## src/rtl/sram_sp_masked_init.sv

```systemverilog
// rtl/sram_sp_masked_init.sv - parametrised single-port SRAM model with per-bit write mask and zero-init sweep
// Optional output register stage (2-cycle read latency): define SRAM_OUT_REG_EN.
module sram_sp_masked_init #(
  parameter int DATA_WIDTH = 128,
  parameter int DEPTH      = 16,
  parameter int ADDR_WIDTH = 4
) (
  input  logic                  CLK,
  input  logic                  RST,
  input  logic                  CEB,
  input  logic                  WEB,
  input  logic [ADDR_WIDTH-1:0] A,
  input  logic [DATA_WIDTH-1:0] D,
  input  logic [DATA_WIDTH-1:0] BWEB,
  output logic [DATA_WIDTH-1:0] Q,
  output logic                  RVALID,
  output logic                  INIT_DONE,
  output logic                  ADDR_ERR
);

  if ((2 ** ADDR_WIDTH) < DEPTH) begin : g_bad_depth
    $error("sram_sp_masked_init: 2**ADDR_WIDTH must be >= DEPTH");
  end

  // One extra bit so DEPTH == 2**ADDR_WIDTH is representable in the range compare
  localparam logic [ADDR_WIDTH:0]   DEPTH_EXT = (ADDR_WIDTH + 1)'(DEPTH);
  localparam logic [ADDR_WIDTH-1:0] LAST_IDX  = ADDR_WIDTH'(DEPTH - 1);

  typedef enum logic {
    ST_INIT,
    ST_READY
  } state_e;

  state_e                  state_q, state_d;
  logic [ADDR_WIDTH-1:0]   cnt_q, cnt_d;
  logic [DATA_WIDTH-1:0]   q_q, q_d;
  logic                    rvalid_q, rvalid_d;
  logic                    addr_err_q, addr_err_d;

  logic [DATA_WIDTH-1:0]   ram_q [DEPTH];

  logic                    in_range;
  logic                    wr_en;
  logic [ADDR_WIDTH-1:0]   wr_idx;
  logic [DATA_WIDTH-1:0]   wr_data;
  logic [DATA_WIDTH-1:0]   wr_keep;
  logic [DATA_WIDTH-1:0]   rd_word;

  assign in_range = ({1'b0, A} < DEPTH_EXT);
  assign rd_word  = in_range ? ram_q[A] : '0;

  always_comb begin
    state_d    = state_q;
    cnt_d      = cnt_q;
    q_d        = q_q;
    rvalid_d   = 1'b0;
    addr_err_d = 1'b0;
    wr_en      = 1'b0;
    wr_idx     = cnt_q;
    wr_data    = '0;
    wr_keep    = '0;

    case (state_q)
      ST_INIT: begin
        // Sweep clears one word per cycle; port inputs are ignored here
        wr_en = 1'b1;
        if (cnt_q == LAST_IDX) begin
          state_d = ST_READY;
        end else begin
          cnt_d = cnt_q + 1'b1;
        end
      end
      ST_READY: begin
        if (!CEB) begin
          if (!in_range) begin
            addr_err_d = 1'b1;
            if (WEB) begin
              q_d      = '0;
              rvalid_d = 1'b1;
            end
          end else if (!WEB) begin
            wr_en   = 1'b1;
            wr_idx  = A;
            wr_data = D;
            wr_keep = BWEB;
          end else begin
            q_d      = rd_word;
            rvalid_d = 1'b1;
          end
        end
      end
      default: state_d = ST_INIT;
    endcase
  end

  always_ff @(posedge CLK or posedge RST) begin
    if (RST) begin
      state_q    <= ST_INIT;
      cnt_q      <= '0;
      q_q        <= '0;
      rvalid_q   <= 1'b0;
      addr_err_q <= 1'b0;
    end else begin
      state_q    <= state_d;
      cnt_q      <= cnt_d;
      q_q        <= q_d;
      rvalid_q   <= rvalid_d;
      addr_err_q <= addr_err_d;
    end
  end

  // Array is deliberately not reset; the sweep is what clears it
  always_ff @(posedge CLK) begin
    if (wr_en) begin
      ram_q[wr_idx] <= (ram_q[wr_idx] & wr_keep) | (wr_data & ~wr_keep);
    end
  end

  assign INIT_DONE = (state_q == ST_READY);

`ifdef SRAM_OUT_REG_EN
  logic [DATA_WIDTH-1:0] q2_q, q2_d;
  logic                  rvalid2_q, rvalid2_d;
  logic                  addr_err2_q, addr_err2_d;

  always_comb begin
    q2_d        = rvalid_q ? q_q : q2_q;
    rvalid2_d   = rvalid_q;
    addr_err2_d = addr_err_q;
  end

  always_ff @(posedge CLK or posedge RST) begin
    if (RST) begin
      q2_q        <= '0;
      rvalid2_q   <= 1'b0;
      addr_err2_q <= 1'b0;
    end else begin
      q2_q        <= q2_d;
      rvalid2_q   <= rvalid2_d;
      addr_err2_q <= addr_err2_d;
    end
  end

  assign Q        = q2_q;
  assign RVALID   = rvalid2_q;
  assign ADDR_ERR = addr_err2_q;
`else
  assign Q        = q_q;
  assign RVALID   = rvalid_q;
  assign ADDR_ERR = addr_err_q;
`endif

endmodule

```

## config.mk

```make
export PLATFORM = sky130hd
export DESIGN_NAME = sram_sp_masked_init
export DESIGN_NICKNAME = d
export VERILOG_FILES = /design/src/rtl/sram_sp_masked_init.sv
export SDC_FILE = /design/constraint.sdc
export NUM_CORES = 2
export LEC_CHECK = 0
export BUFFER_PORTS_ARGS = -buffer_cell sky130_fd_sc_hd__buf_2
export CAP_MARGIN = 25
export CORE_MARGIN = 4
export CORE_UTILIZATION = 60
export DETAILED_ROUTE_END_ITERATION = 12
export PLACE_DENSITY = 0.78
export SLEW_MARGIN = 25
export SYNTH_ARGS = -nofsm -noshare
export SYNTH_HDL_FRONTEND = slang
export SYNTH_SLANG_ARGS = --single-unit
export TNS_END_PERCENT = 50
```

## constraint.sdc

```tcl
create_clock -name CLK -period 23.6 [get_ports CLK]
set_clock_uncertainty 0.1 [all_clocks]
set_input_delay 7.08 -clock CLK [delete_from_list [all_inputs] [get_ports CLK]]
set_output_delay 7.08 -clock CLK [all_outputs]
set_load 0.02 [all_outputs]
```

==> results.yml <==
finish:
  syn2layout_area_growth_pct: 12.2
  final_cell_mix: "edfxtp_1, nand2_1, mux4_2"
  design_area_um2: 110000
  drive_above_1_share: 0.293
  final_common_cell: "edfxtp_1"
  fin_nets: 6399
  finish.utilization: 0.678
global_routing:
  grt_overflow: 0
  antenna_found_initial: 13
  grt_pass1_vias: 61864
  grt_start_max_net_pins: 179
  grt_pass1_wl_um: 412000
  grt_usage: 0.336
critical_path:
  cp-start-kind: "input port"
  worstSetupEndpointType: "register"
  critPathKind: "input port to register"
  crit_arrival_ns: 12.71
  worst-r2r-cell-count: 7
  required_ns: 24.00
  slowest_delay_ns: 0.86
  crit_chain: "buf_8 > nor4bb_1 > a21o_4 > buf_12 > buf_12 > mux4_2 > a2111oi_0 > a31oi_2"
  crit_top_cell: "buf_12"
  crit_slowest_cell: "nor4bb_1"
  crit_path_max_fanout: 150
sta:
  maxSlewHeadroom: 0.215
  slew_viol_final: 0
  finalHoldViolations: 0
  post-route-period-util: 0.522
  post-route-min-period_ns: 12.31
  fmax_ghz: 0.0812
  worst_pin_slew_ns: 1.18
  setup_tns_ns: 0
  setup_viol: 0
  rsz0062_at_grt: "no"
clock_tree:
  clkTransAtPathRegs_ns: 0.06
  clk_path_buf_depth: 3
  clk_latency_ns: 0.88
  htree_num_levels: 4
  root_buffer: "clkbuf_16"
  cts_hold_buf: 0
  cts_setup_buffers: 0
  cts_tree: "done"
  cts_made_buffers: 213
  cts-resized-gates: 0
  numClockSinks: 2182
synthesis:
  synth_seq_cells: 2182
  ys_seq_area_frac: 0.660
  synth_cells: 5837
  async_reset_ff_frac: 0.0614
  synth_nets: 6102
  yosys_warnings: 0
  synthDistinctLibCells: 39
  synth_ff_type: "edfxtp_1"
  synth.cell_area_um2: 98300
  postSynthAreaPerCell_um2: 16.8
  synth-edff-count: 2048
worst_hold_path:
  min_path_type: "register to register"
  whs_path_depth: 2
route:
  vias: 61441
  drc: 0
  firstDrtPassIters: 6
  postRouteAntennaNets: 0
  drtIter0Drc: 9552
  routed_wirelength_um: 286000
  wire_per_inst_um: 33.6
  vias_per_cell: 7.22
pwr:
  power_density_nw_per_um2: 77.2
  finalPower_mw: 8.51
  ir_drop_mv: 0.0927
  power.leakage_nw: 38.7
run_status:
  outcome: "finished, final reports clean"
floorplanning:
  dieArea_um2: 170000
  core_area_um2: 163000
  initial_core_util: 0.604
  ioPinCount: 395
  chipHeight_um: 413
  core.rowCount: 148
  die-width_um: 413
placed_design:
  placed_cell_area_um2: 103000
  hpwl_um: 144000
  port_buffers: 393
  place.gp.congestion: 0.809
run:
  maxCapViolCount: 0
-- final cells by class --
cell class	instances	area [µm²]
clock inverters	117	1410
inverters	4	27.5
repair buffers	507	3080
fillers	10240	52500
well taps	2175	2720
multi-input cells	3226	32300
clock buffers	286	5890
flip-flops and latches	2182	64900
diodes	9	22.5
-- final timing paths --
check / startpoint / endpoint / slack [ns]
max in group asynchronous: RST / Q[26]$_DFFE_PP0P_ / 15.50
worst min-delay path: Q[44]$_DFFE_PP0P_ / Q[44]$_DFFE_PP0P_ / 0.37
worst max register to register: INIT_DONE$_DFF_PP0_ / ram_q[14][88]$_DFFE_PP_ / 17.59
min in group asynchronous: RST / Q[108]$_DFFE_PP0P_ / 6.31
worst min register to register: Q[44]$_DFFE_PP0P_ / Q[44]$_DFFE_PP0P_ / 0.37
worst max-delay path: A[0] / ram_q[4][99]$_DFFE_PP_ / 11.29
-- through the flow --
stage | setup slack, ns | instances | hold WS (ns)
5_1_grt | 10.85 | 8502 | 0.389
3_5_place_dp | 10.37 | 8085 | 0.357
6_report | 11.29 | 8506 | 0.369
2_1_floorplan | 8.63 | 5837 | 0.411
3_3_place_gp | 10.42 | 8084 | 0.353
4_1_cts | 11.24 | 8488 | 0.374
-- flip-flops by register name (all words and copies together), names as in the netlist --
signal     count
Q            128
ram_q       2048
RVALID         1
INIT_DONE      1
cnt_q          4
-- per-layer routing --
| layer | part of all wire | GRT usage | vias to the layer above |
|---|---|---|---|
| met5 | 0 | 0 | - |
| met4 | 0.048 | 0.144 | 0 |
| met3 | 0.14 | 0.0891 | 863 |
| met2 | 0.47 | 0.522 | 5139 |
| met1 | 0.34 | 0.457 | 31213 |
| li1 | - | - | 24226 |
-- where the power goes --
| part | switching, mW | total, mW | leakage, nW | internal [mW] |
|---|---|---|---|---|
| Clock | 1.51 | 3.53 | 3.56 | 2.02 |
| Combinational | 0.411 | 0.662 | 13.7 | 0.251 |
| Sequential | 0.0369 | 4.32 | 21.5 | 4.29 |
| Total | 1.96 | 8.51 | 38.7 | 6.55 |
-- worst max-delay path, delay by kind of cell --
| family | cells | cell delay (ns) |
|---|---|---|
| muxes | 1 | 0.61 |
| buffers and inverters | 3 | 1.97 |
| and+or+nand+nor | 1 | 0.86 |
| AOI/OAI and AO/OA | 3 | 1.82 |
-- synth_stat cells, drive strengths merged (3+ instances only) --
| cell | instances | area [µm²] |
|---|---|---|
| a22oi | 114 | 856 |
| dfrtp | 134 | 3350 |
| nor2 | 15 | 56.3 |
| nor4 | 113 | 707 |
| o22ai | 15 | 93.8 |
| mux2i | 146 | 1460 |
| a31oi | 15 | 93.8 |
| a21oi | 486 | 2430 |
| mux4 | 897 | 20200 |
| nand2b | 4 | 25.0 |
| mux2 | 3 | 33.8 |
| nor2b | 4 | 25.0 |
| a2111oi | 14 | 123 |
| clkbuf | 262 | 983 |
| edfxtp | 2048 | 61500 |
| nand2 | 1139 | 4280 |
| o21ai | 242 | 1210 |
| inv | 4 | 15.0 |
| buf | 163 | 728 |
-- cells by family (layout without fill, tap and decap cells) --
group | Yosys count | after routing | share of synthesized area
mux | 1046 | 1046 | 0.221
buf+inv | 429 | 914 | 0.0176
simple gates | 1287 | 1287 | 0.0526
other cells | 1 | 10 | 0.0000381
xor+xnor | 2 | 2 | 0.000178
fa+ha+maj | 1 | 1 | 0.000127
compound gates | 889 | 889 | 0.0492
flops | 2182 | 2182 | 0.660
No activity file was read; power rests on OpenSTA's default activity.
